<file path="config.mk">
export PLATFORM = sky130hd
export DESIGN_NAME = alu_share_arbiter_flat
export DESIGN_NICKNAME = d
export VERILOG_FILES = /design/src/rtl/alu_share_arbiter_if.sv /design/src/rtl/alu_share_arbiter.sv /design/src/flat_wrapper.sv
export SDC_FILE = /design/constraint.sdc
export NUM_CORES = 1
export LEC_CHECK = 0
export BUFFER_PORTS_ARGS = -buffer_cell sky130_fd_sc_hd__buf_4
export CORE_MARGIN = 10
export CORE_UTILIZATION = 35
export CTS_CLUSTER_SIZE = 14
export DETAILED_ROUTE_END_ITERATION = 12
export PLACE_DENSITY = 0.7
export SETUP_SLACK_MARGIN = 0.05
export SLEW_MARGIN = 25
export SYNTH_ARGS = -nofsm -noshare
export SYNTH_HDL_FRONTEND = slang
export SYNTH_SLANG_ARGS = --single-unit
</file>
<file path="constraint.sdc">
create_clock -name clk -period 4.8 [get_ports clk]
set_input_delay 1.2 -clock clk [delete_from_list [all_inputs] [get_ports clk]]
set_output_delay 1.2 -clock clk [all_outputs]
set_load 0.005 [all_outputs]
</file>
<file path="src/rtl/alu_share_arbiter_if.sv">
// Request/response bundle between the ALU clients and the shared ALU arbiter.
// The master side drives requests and response acceptance.
// The slave side is the arbiter itself.
interface alu_share_arbiter_if #(
    parameter int NUM_REQ = 4,
    parameter int DATA_W  = 8
);
    localparam int RID_W = $clog2(NUM_REQ);

    logic [NUM_REQ-1:0]        req_valid;
    logic [NUM_REQ-1:0]        req_ready;
    logic [4*NUM_REQ-1:0]      req_opcode;
    logic [DATA_W*NUM_REQ-1:0] req_a;
    logic [DATA_W*NUM_REQ-1:0] req_b;
    logic                      rsp_valid;
    logic                      rsp_ready;
    logic [RID_W-1:0]          rsp_id;
    logic [DATA_W-1:0]         rsp_result;
    logic                      rsp_zero;
    logic [15:0]               op_count;

    modport master (
        output req_valid, req_opcode, req_a, req_b, rsp_ready,
        input  req_ready, rsp_valid, rsp_id, rsp_result, rsp_zero, op_count
    );

    modport slave (
        input  req_valid, req_opcode, req_a, req_b, rsp_ready,
        output req_ready, rsp_valid, rsp_id, rsp_result, rsp_zero, op_count
    );
endinterface

</file>
<file path="src/rtl/alu_share_arbiter.sv">
// Shared 8-bit ALU arbiter: round-robin grant among NUM_REQ clients, operand
// capture, one registered execute cycle and a held response with zero flag.
// Optional feature macro: ALU_ARB_PERF_CNT_EN builds a saturating completed-op
// counter on op_count; without it op_count is tied to zero.
module alu_share_arbiter #(
    parameter int NUM_REQ = 4,
    parameter int DATA_W  = 8
) (
    input  logic                 clk,
    input  logic                 rst,
    alu_share_arbiter_if.slave   bus
);
    localparam int RID_W = $clog2(NUM_REQ);

    typedef enum logic [1:0] {
        IDLE = 2'd0,
        EXEC = 2'd1,
        RESP = 2'd2
    } state_t;

    state_t              r_state;
    state_t              w_nextState;
    logic [RID_W-1:0]    r_rrPtr;
    logic [RID_W-1:0]    r_grantId;
    logic [3:0]          r_opcode;
    logic [DATA_W-1:0]   r_a;
    logic [DATA_W-1:0]   r_b;
    logic [RID_W-1:0]    r_rspId;
    logic [DATA_W-1:0]   r_rspResult;
    logic                r_rspZero;

    logic                w_anyValid;
    logic [RID_W-1:0]    w_grantId;
    logic [RID_W-1:0]    w_scanIdx;
    logic [NUM_REQ-1:0]  w_reqReady;
    logic                w_grantFire;
    logic                w_rspAccept;
    logic [DATA_W-1:0]   w_bcdSum;
    logic [DATA_W-1:0]   w_aluResult;
    logic [RID_W-1:0]    w_nextPtr;
    logic [DATA_W-1:0]   w_sel;

    // Round-robin scan: the lowest offset from r_rrPtr with valid set wins.
    always_comb begin
        w_anyValid = |bus.req_valid;
        w_grantId  = '0;
        w_scanIdx  = '0;
        for (int k = NUM_REQ - 1; k >= 0; k--) begin
            w_scanIdx = RID_W'((int'(r_rrPtr) + k) % NUM_REQ);
            if (bus.req_valid[w_scanIdx]) begin
                w_grantId = w_scanIdx;
            end
        end
    end

    // Next-state logic and the combinational one-hot grant strobe.
    always_comb begin
        w_nextState = r_state;
        w_reqReady  = '0;
        w_grantFire = 1'b0;
        w_rspAccept = 1'b0;
        case (r_state)
            IDLE: begin
                if (w_anyValid && !rst) begin
                    w_reqReady[w_grantId] = 1'b1;
                    w_grantFire           = 1'b1;
                    w_nextState           = EXEC;
                end
            end
            EXEC: begin
                w_nextState = RESP;
            end
            RESP: begin
                if (bus.rsp_ready) begin
                    w_rspAccept = 1'b1;
                    w_nextState = IDLE;
                end
            end
            default: begin
                w_nextState = IDLE;
            end
        endcase
    end

    // ALU on the captured operands; undefined opcodes produce zero.
    always_comb begin
        w_bcdSum    = r_a + r_b;
        w_sel       = '0;
        w_aluResult = '0;
        case (r_opcode)
            4'd0: w_aluResult = r_a + r_b;
            4'd1: w_aluResult = r_a - r_b;
            4'd2: w_aluResult = r_a & r_b;
            4'd3: w_aluResult = r_a | r_b;
            4'd4: w_aluResult = r_a ^ r_b;
            4'd5: w_aluResult = ~r_a;
            4'd6: begin
                w_sel       = (w_bcdSum > DATA_W'(9)) ? DATA_W'(6) : '0;
                w_aluResult = w_bcdSum + w_sel;
            end
            default: w_aluResult = '0;
        endcase
    end

    assign w_nextPtr = (int'(r_grantId) == NUM_REQ - 1) ? '0 : r_grantId + RID_W'(1);

    // State register; reset drops any pending operation back to IDLE.
    always_ff @(posedge clk) begin
        if (rst) begin
            r_state <= IDLE;
        end else begin
            r_state <= w_nextState;
        end
    end

    // Operand capture, registered execute result and round-robin pointer update.
    always_ff @(posedge clk) begin
        if (rst) begin
            r_rrPtr     <= '0;
            r_grantId   <= '0;
            r_opcode    <= '0;
            r_a         <= '0;
            r_b         <= '0;
            r_rspId     <= '0;
            r_rspResult <= '0;
            r_rspZero   <= 1'b0;
        end else begin
            if (w_grantFire) begin
                r_grantId <= w_grantId;
                r_opcode  <= bus.req_opcode[4*w_grantId +: 4];
                r_a       <= bus.req_a[DATA_W*w_grantId +: DATA_W];
                r_b       <= bus.req_b[DATA_W*w_grantId +: DATA_W];
            end
            if (r_state == EXEC) begin
                r_rspId     <= r_grantId;
                r_rspResult <= w_aluResult;
                r_rspZero   <= (w_aluResult == '0);
            end
            if (w_rspAccept) begin
                r_rrPtr <= w_nextPtr;
            end
        end
    end

    assign bus.req_ready  = w_reqReady;
    assign bus.rsp_valid  = (r_state == RESP);
    assign bus.rsp_id     = r_rspId;
    assign bus.rsp_result = r_rspResult;
    assign bus.rsp_zero   = r_rspZero;

`ifdef ALU_ARB_PERF_CNT_EN
    logic [15:0] r_opCount;

    // Saturating count of accepted responses.
    always_ff @(posedge clk) begin
        if (rst) begin
            r_opCount <= 16'h0000;
        end else if (w_rspAccept && (r_opCount != 16'hFFFF)) begin
            r_opCount <= r_opCount + 16'h0001;
        end
    end

    assign bus.op_count = r_opCount;
`else
    assign bus.op_count = 16'h0000;
`endif

endmodule

</file>
<file path="src/flat_wrapper.sv">
// flat-port wrapper written by rule: the top's interface ports become plain ports
module alu_share_arbiter_flat 
#(
    parameter int NUM_REQ = 4,
    parameter int DATA_W  = 8
)
  (clk, rst, bus_req_valid, bus_req_opcode, bus_req_a, bus_req_b, bus_rsp_ready, bus_req_ready, bus_rsp_valid, bus_rsp_id, bus_rsp_result, bus_rsp_zero, bus_op_count);
  alu_share_arbiter_if #(.NUM_REQ(NUM_REQ), .DATA_W(DATA_W)) bus_i ();
  input  logic clk;
  input  logic rst;
  input wire logic [$bits(bus_i.req_valid)-1:0] bus_req_valid;
  input wire logic [$bits(bus_i.req_opcode)-1:0] bus_req_opcode;
  input wire logic [$bits(bus_i.req_a)-1:0] bus_req_a;
  input wire logic [$bits(bus_i.req_b)-1:0] bus_req_b;
  input wire logic [$bits(bus_i.rsp_ready)-1:0] bus_rsp_ready;
  output wire logic [$bits(bus_i.req_ready)-1:0] bus_req_ready;
  output wire logic [$bits(bus_i.rsp_valid)-1:0] bus_rsp_valid;
  output wire logic [$bits(bus_i.rsp_id)-1:0] bus_rsp_id;
  output wire logic [$bits(bus_i.rsp_result)-1:0] bus_rsp_result;
  output wire logic [$bits(bus_i.rsp_zero)-1:0] bus_rsp_zero;
  output wire logic [$bits(bus_i.op_count)-1:0] bus_op_count;
  assign bus_i.req_valid = bus_req_valid;
  assign bus_i.req_opcode = bus_req_opcode;
  assign bus_i.req_a = bus_req_a;
  assign bus_i.req_b = bus_req_b;
  assign bus_i.rsp_ready = bus_rsp_ready;
  assign bus_req_ready = bus_i.req_ready;
  assign bus_rsp_valid = bus_i.rsp_valid;
  assign bus_rsp_id = bus_i.rsp_id;
  assign bus_rsp_result = bus_i.rsp_result;
  assign bus_rsp_zero = bus_i.rsp_zero;
  assign bus_op_count = bus_i.op_count;
  alu_share_arbiter #(.NUM_REQ(NUM_REQ), .DATA_W(DATA_W)) u_core (.clk(clk), .rst(rst), .bus(bus_i));
endmodule
</file>
### Yosys cells after proc, flatten, opt, wreduce, memory -nomap -nowiden

Cells that the tools add are included.

* bitwise gates (word level): 4
* equality and inequality tests: 11
* add/subtract/negate cells: 7
* shifts and indexed selects: 3
* multiplexer cells: 26
* magnitude comparators: 7
* reductions and logical operators: 8

Operator list (number)
* 32-bit by 6-bit indexed part select with 8-bit output: 2
* 8-bit one-hot mux with 7 select lines: 1
* 8-bit adder: 2
* 16-bit by 5-bit indexed part select with 4-bit output: 1
* 2-bit by 3-bit less-than comparator with 1-bit output, second input constant: 5
* 2-bit 2-to-1 mux: 7
* 4-bit by 3-bit == test with 1-bit output, second input constant: 3
* 1-bit 2-to-1 mux: 9
* 8-bit bitwise AND: 1
* 1-bit binary-select mux with 2-bit select: 4
* 4-bit by 2-bit == test with 1-bit output, second input constant: 2
* 8-bit by 4-bit greater-than comparator with 1-bit output, second input constant: 1
* 8-bit logical NOT: 1
* 4-bit 2-to-1 mux: 2
* 8-bit inverter: 1
* 8-bit bitwise OR: 1
* 8-bit subtractor: 1
* 8-bit XOR: 1
* 2-bit one-hot mux with 3 select lines: 1
* 2-bit by 1-bit adder with 2-bit output, second input constant: 2
* 2-bit adder, second input constant: 2
* 2-bit by 1-bit == test with 1-bit output, second input constant: 2
* 4-bit by 1-bit == test with 1-bit output, second input constant: 1
* 4-bit logical NOT: 1
* other kinds (11): 12

* flip-flop bits (word level): 37
* output and inout bits: 32
* input port bits: 87

### Logic depth before layout (Yosys ltp)

* word-level depth: 13
* mapped depth: 16

### Worst setup path after synthesis

Ideal clock, no wire load.

* kind: register -> register
* start: register u_core.r_b[0]
* end: register u_core.r_rspZero (netlist: u_core.bus.rsp_zero)
* path buffers: 2
* data arrival time: 3.847 ns
* stages on the path, launching flop included: 17
* setup time: 0.084 ns
* path slack: 0.869 ns
* cell sequence: dfxtp_1 -> ha_1 -> fa_1 -> buf_2 -> a211o_1 -> and3_1 -> or3_1 -> buf_2 -> a2111o_1 -> xnor2_1 -> ha_1 -> o22ai_1 -> nor4_1 -> o21ai_0 -> a211oi_1 -> nand4_1 -> o31ai_2

* longest elaborated chain between the ends: 6

RTL lines
* from (decl): RTL line alu_share_arbiter.sv:27 `logic [DATA_W-1:0] r_b;`
* from (signal assigned): RTL line alu_share_arbiter.sv:132 `r_b <= bus.req_b[DATA_W*w_grantId +: DATA_W];`
* 8-bit adder: RTL line alu_share_arbiter.sv:87, alu_share_arbiter.sv:91
* 8-bit by 4-bit greater-than comparator with 1-bit output: RTL line alu_share_arbiter.sv:98 `w_sel = (w_bcdSum > DATA_W'(9)) ? DATA_W'(6) : '0;`
* 3-bit 2-to-1 mux: RTL line alu_share_arbiter.sv:98
* 8-bit adder: RTL line alu_share_arbiter.sv:99 `w_aluResult = w_bcdSum + w_sel;`
* 8-bit one-hot mux with 7 select lines (*): RTL line alu_share_arbiter.sv:90 `case (r_opcode)`
* 8-bit logical NOT (*): RTL line alu_share_arbiter.sv:137 `r_rspZero <= (w_aluResult == '0);`
* to (signal assigned): RTL line alu_share_arbiter.sv:137
* to (decl): RTL line alu_share_arbiter.sv:30 `logic r_rspZero;`

Mark *: on every way between the ends. The rest lies on a longest branch, timed or not.
A chain may end at the register's enable or synchronous reset.

### Worst setup path after layout

Ends and elaborated chain as after synthesis.

==> flow_summary.toml <==
[clocking]
cts_tree = "yes"
cts.sinks = 37
cts_buffers = 5
htreeDepth = 2
clk_path_buf_depth = 2
holdBufCountCts = 0
cts.clk_slew.worst_paths_ns = 0.08
clock_tree.root_cell = "clkbuf_8"
clkLatencyLatePin_ns = 0.29

[finish]
num_antenna_cells = 0
final-instance-count-excl-fill = 715
drive_gt1_frac = 0.228
syn_to_final_growth_pct = 25.7
nNetsFinal = 693
final_common_cell = "buf_4"
mostFrequentLayoutCells = "112 x buf_4, 57 x nand2_1, 45 x a21oi_1"

[die]
fp.dieH_um = 123
core_um2 = 10300
num_rows = 37
die_w_um = 123
start_util = 0.358
io_pins = 119
dieArea_um2 = 15100

[flow_run]
maxCapViolations = 0

[timing]
fin_hold_ws_ns = 0.465
slew_headroom = 0.440
tns_ns = 0
rsz0062_at_grt = "no"
fin_crit_sh = 0.907
skew_ns = 0.00646
final_hold_viol_count = 0
worstMarginPinSlew_ns = 0.819
fmax_mhz = 230
finalSetupViolCount = 0
min_period_ns = 4.35
drv_slew = 0

[synthesis]
yosysUniqueCellTypes = 61
synthXorXnorAreaFrac = 0.0166
synth_compound_area_frac = 0.274
synth_area_um2 = 3700
ys_seq_area_frac = 0.200
synth_fa_ha_area_frac = 0.0987
synth_edf_count = 0
synthFlopType = "dfxtp_1"
synth_top_family_by_area = "compound AO/OA/AOI/OAI gates"
syn_inst = 491
synth_warnings = 0
yosys.area_share.simple = 0.201
synth.avg_cell_area_um2 = 7.54
synthMuxAreaShare = 0.104
synth_seq_cells = 37
ys_async_sr_fraction = 0

[global_route]
met3_usage = 0.0459
grt_pass1_vias = 3881
met1_usage = 0.179
grtUsageTotal = 0.151
grt_max_degree = 39
met2_usage = 0.256
grt_pass1_wl_mm = 18.8
overflow = 0
gr-max-usage-layer = "met2"
antenna_found_initial = 0

[detailed_routing]
drtIter0Drc = 224
routedWlPerCell_um = 16.4
drtPass1Iterations = 5
wirelength_mm = 11.8
drtAntennaViolNets = 0
drc_errors = 0
vias = 3795
drt-vias-per-instance = 5.31

[placed_design]
hpwlAfterDp_mm = 9.88
gp_congestion = 0.950
dp_cells = 707
port_buffers = 102

[power]
cellPowerDensity_nw_per_um2 = 266
ir_worst_vdd_uv = 106
power_leakage_nw = 1.92

[worst_setup_path]
required_ns = 5.01
cp_max_fo = 5
cp-end-kind = "flip-flop"
crit_type = "reg -> reg"
arrival_ns = 4.56
start_kind = "flip-flop"

[status]
status = "completed"

[hold_path]
min-delay-path-class = "reg -> reg"
## critical path, stage by stage, from the launching register on
cell	delay, ns
dfxtp_1	0.34
ha_1	0.26
fa_1	0.50
a211oi_1	0.48
o21ai_0	0.29
o2bb2ai_1	0.20
a2111o_1	0.47
ha_1	0.26
ha_1	0.29
mux2i_1	0.16
o221ai_1	0.14
a31oi_1	0.24
nor4b_1	0.29
nand4_1	0.15
o31ai_2	0.21
## routing by layer
metal  part of all wire  up-vias
li1                   -     1922
met2               0.48      148
met4              0.022        0
met3              0.080       22
met1               0.42     1703
met5                  0        -
## per-stage QoR
step	setup slack [ns]	power, mW	util	instance area [um2]
after global placement	0.560	0.906	0.437	4510
after CTS	0.368	1.24	0.450	4650
after global routing	0.0694	1.32	0.451	4650
after detailed placement	0.400	0.909	0.437	4510
after floorplan	0.869	0.739	-	3760
final	0.449	1.24	0.451	4650
## synthesized netlist by cell type, drive strengths merged, types with 2 or more instances
master	instances	area, um2
clkbuf	20	75.1
a221o	5	50.1
o221ai	7	61.3
nand2	57	214
and3	2	12.5
nand3b	2	15.0
and2	2	13.8
o21a	4	30.0
nor3	9	45.0
nor2	34	128
ha	26	325
buf	27	195
or4	2	15.0
a311o	2	20.0
xnor2	5	43.8
xor2	2	17.5
a22oi	12	90.1
o31ai	2	20.0
dfxtp	37	741
a21oi	46	230
a31oi	4	25.0
o2bb2ai	10	87.6
or2	3	18.8
mux2i	35	350
nor4	6	37.5
nand4	2	12.5
o21bai	2	15.0
mux2	3	33.8
a211oi	10	75.1
a32oi	3	26.3
a2111o	3	33.8
fa	2	40.0
nand2b	7	43.8
o22ai	5	31.3
a2111oi	4	53.8
nand3	16	80.1
nor3b	4	30.0
o21ai	15	75.1
nor2b	6	37.5
or3	3	18.8
inv	32	120
## area by class of cell
cell class              instances  area (um2)
fillers                      1033        5670
clock buffers                   5        68.8
flip-flops and latches         37         741
inverters                      32         120
well taps                     136         170
clock inverters                 3        68.8
multi-input cells             390        2640
repair buffers                112         841
## where the power goes
group | leakage (nW) | switching, mW | internal [mW]
registers | 0.303 | 0.0333 | 0.334
clock network | 0.0687 | 0.120 | 0.209
logic | 1.55 | 0.296 | 0.244
## sequential cells by signal (all words and copies together), names as in the netlist
signal                 count
u_core.bus.rsp_id          2
u_core.bus.rsp_result      8
u_core.bus.rsp_zero        1
u_core.r_a                 8
u_core.r_b                 8
u_core.r_grantId           2
u_core.r_opcode            4
u_core.r_rrPtr             2
u_core.r_state             2
## final timing paths
check	from	to	slack, ns	cells after the start
worst max-delay path	u_core.r_b[0]	u_core.bus.rsp_zero	0.45	14
worst min-delay path	u_core.bus.rsp_result[1]	u_core.bus.rsp_result[1]	0.46	2
worst max register to register	u_core.r_b[0]	u_core.bus.rsp_zero	0.45	14
worst min register to register	u_core.bus.rsp_result[1]	u_core.bus.rsp_result[1]	0.46	2
## cell families (layout without fill, tap and decap cells)
kind of cell	count (synthesis)	count (layout)
buffers and inverters	79	152
XOR/XNOR	7	7
AO/OA/AOI/OAI	144	144
AND/OR/NAND/NOR	157	157
other	1	16
adder cells (fa/ha/maj)	28	28
flip-flops	37	37
multiplexers	38	38
## what timing repair did
action,in CTS,in global routing
hold endpoints to repair,0,0
endpoints found under the setup margin,0,2
resized for setup,0,1
setup buffers,0,0
(Power assumes the default switching activity.)
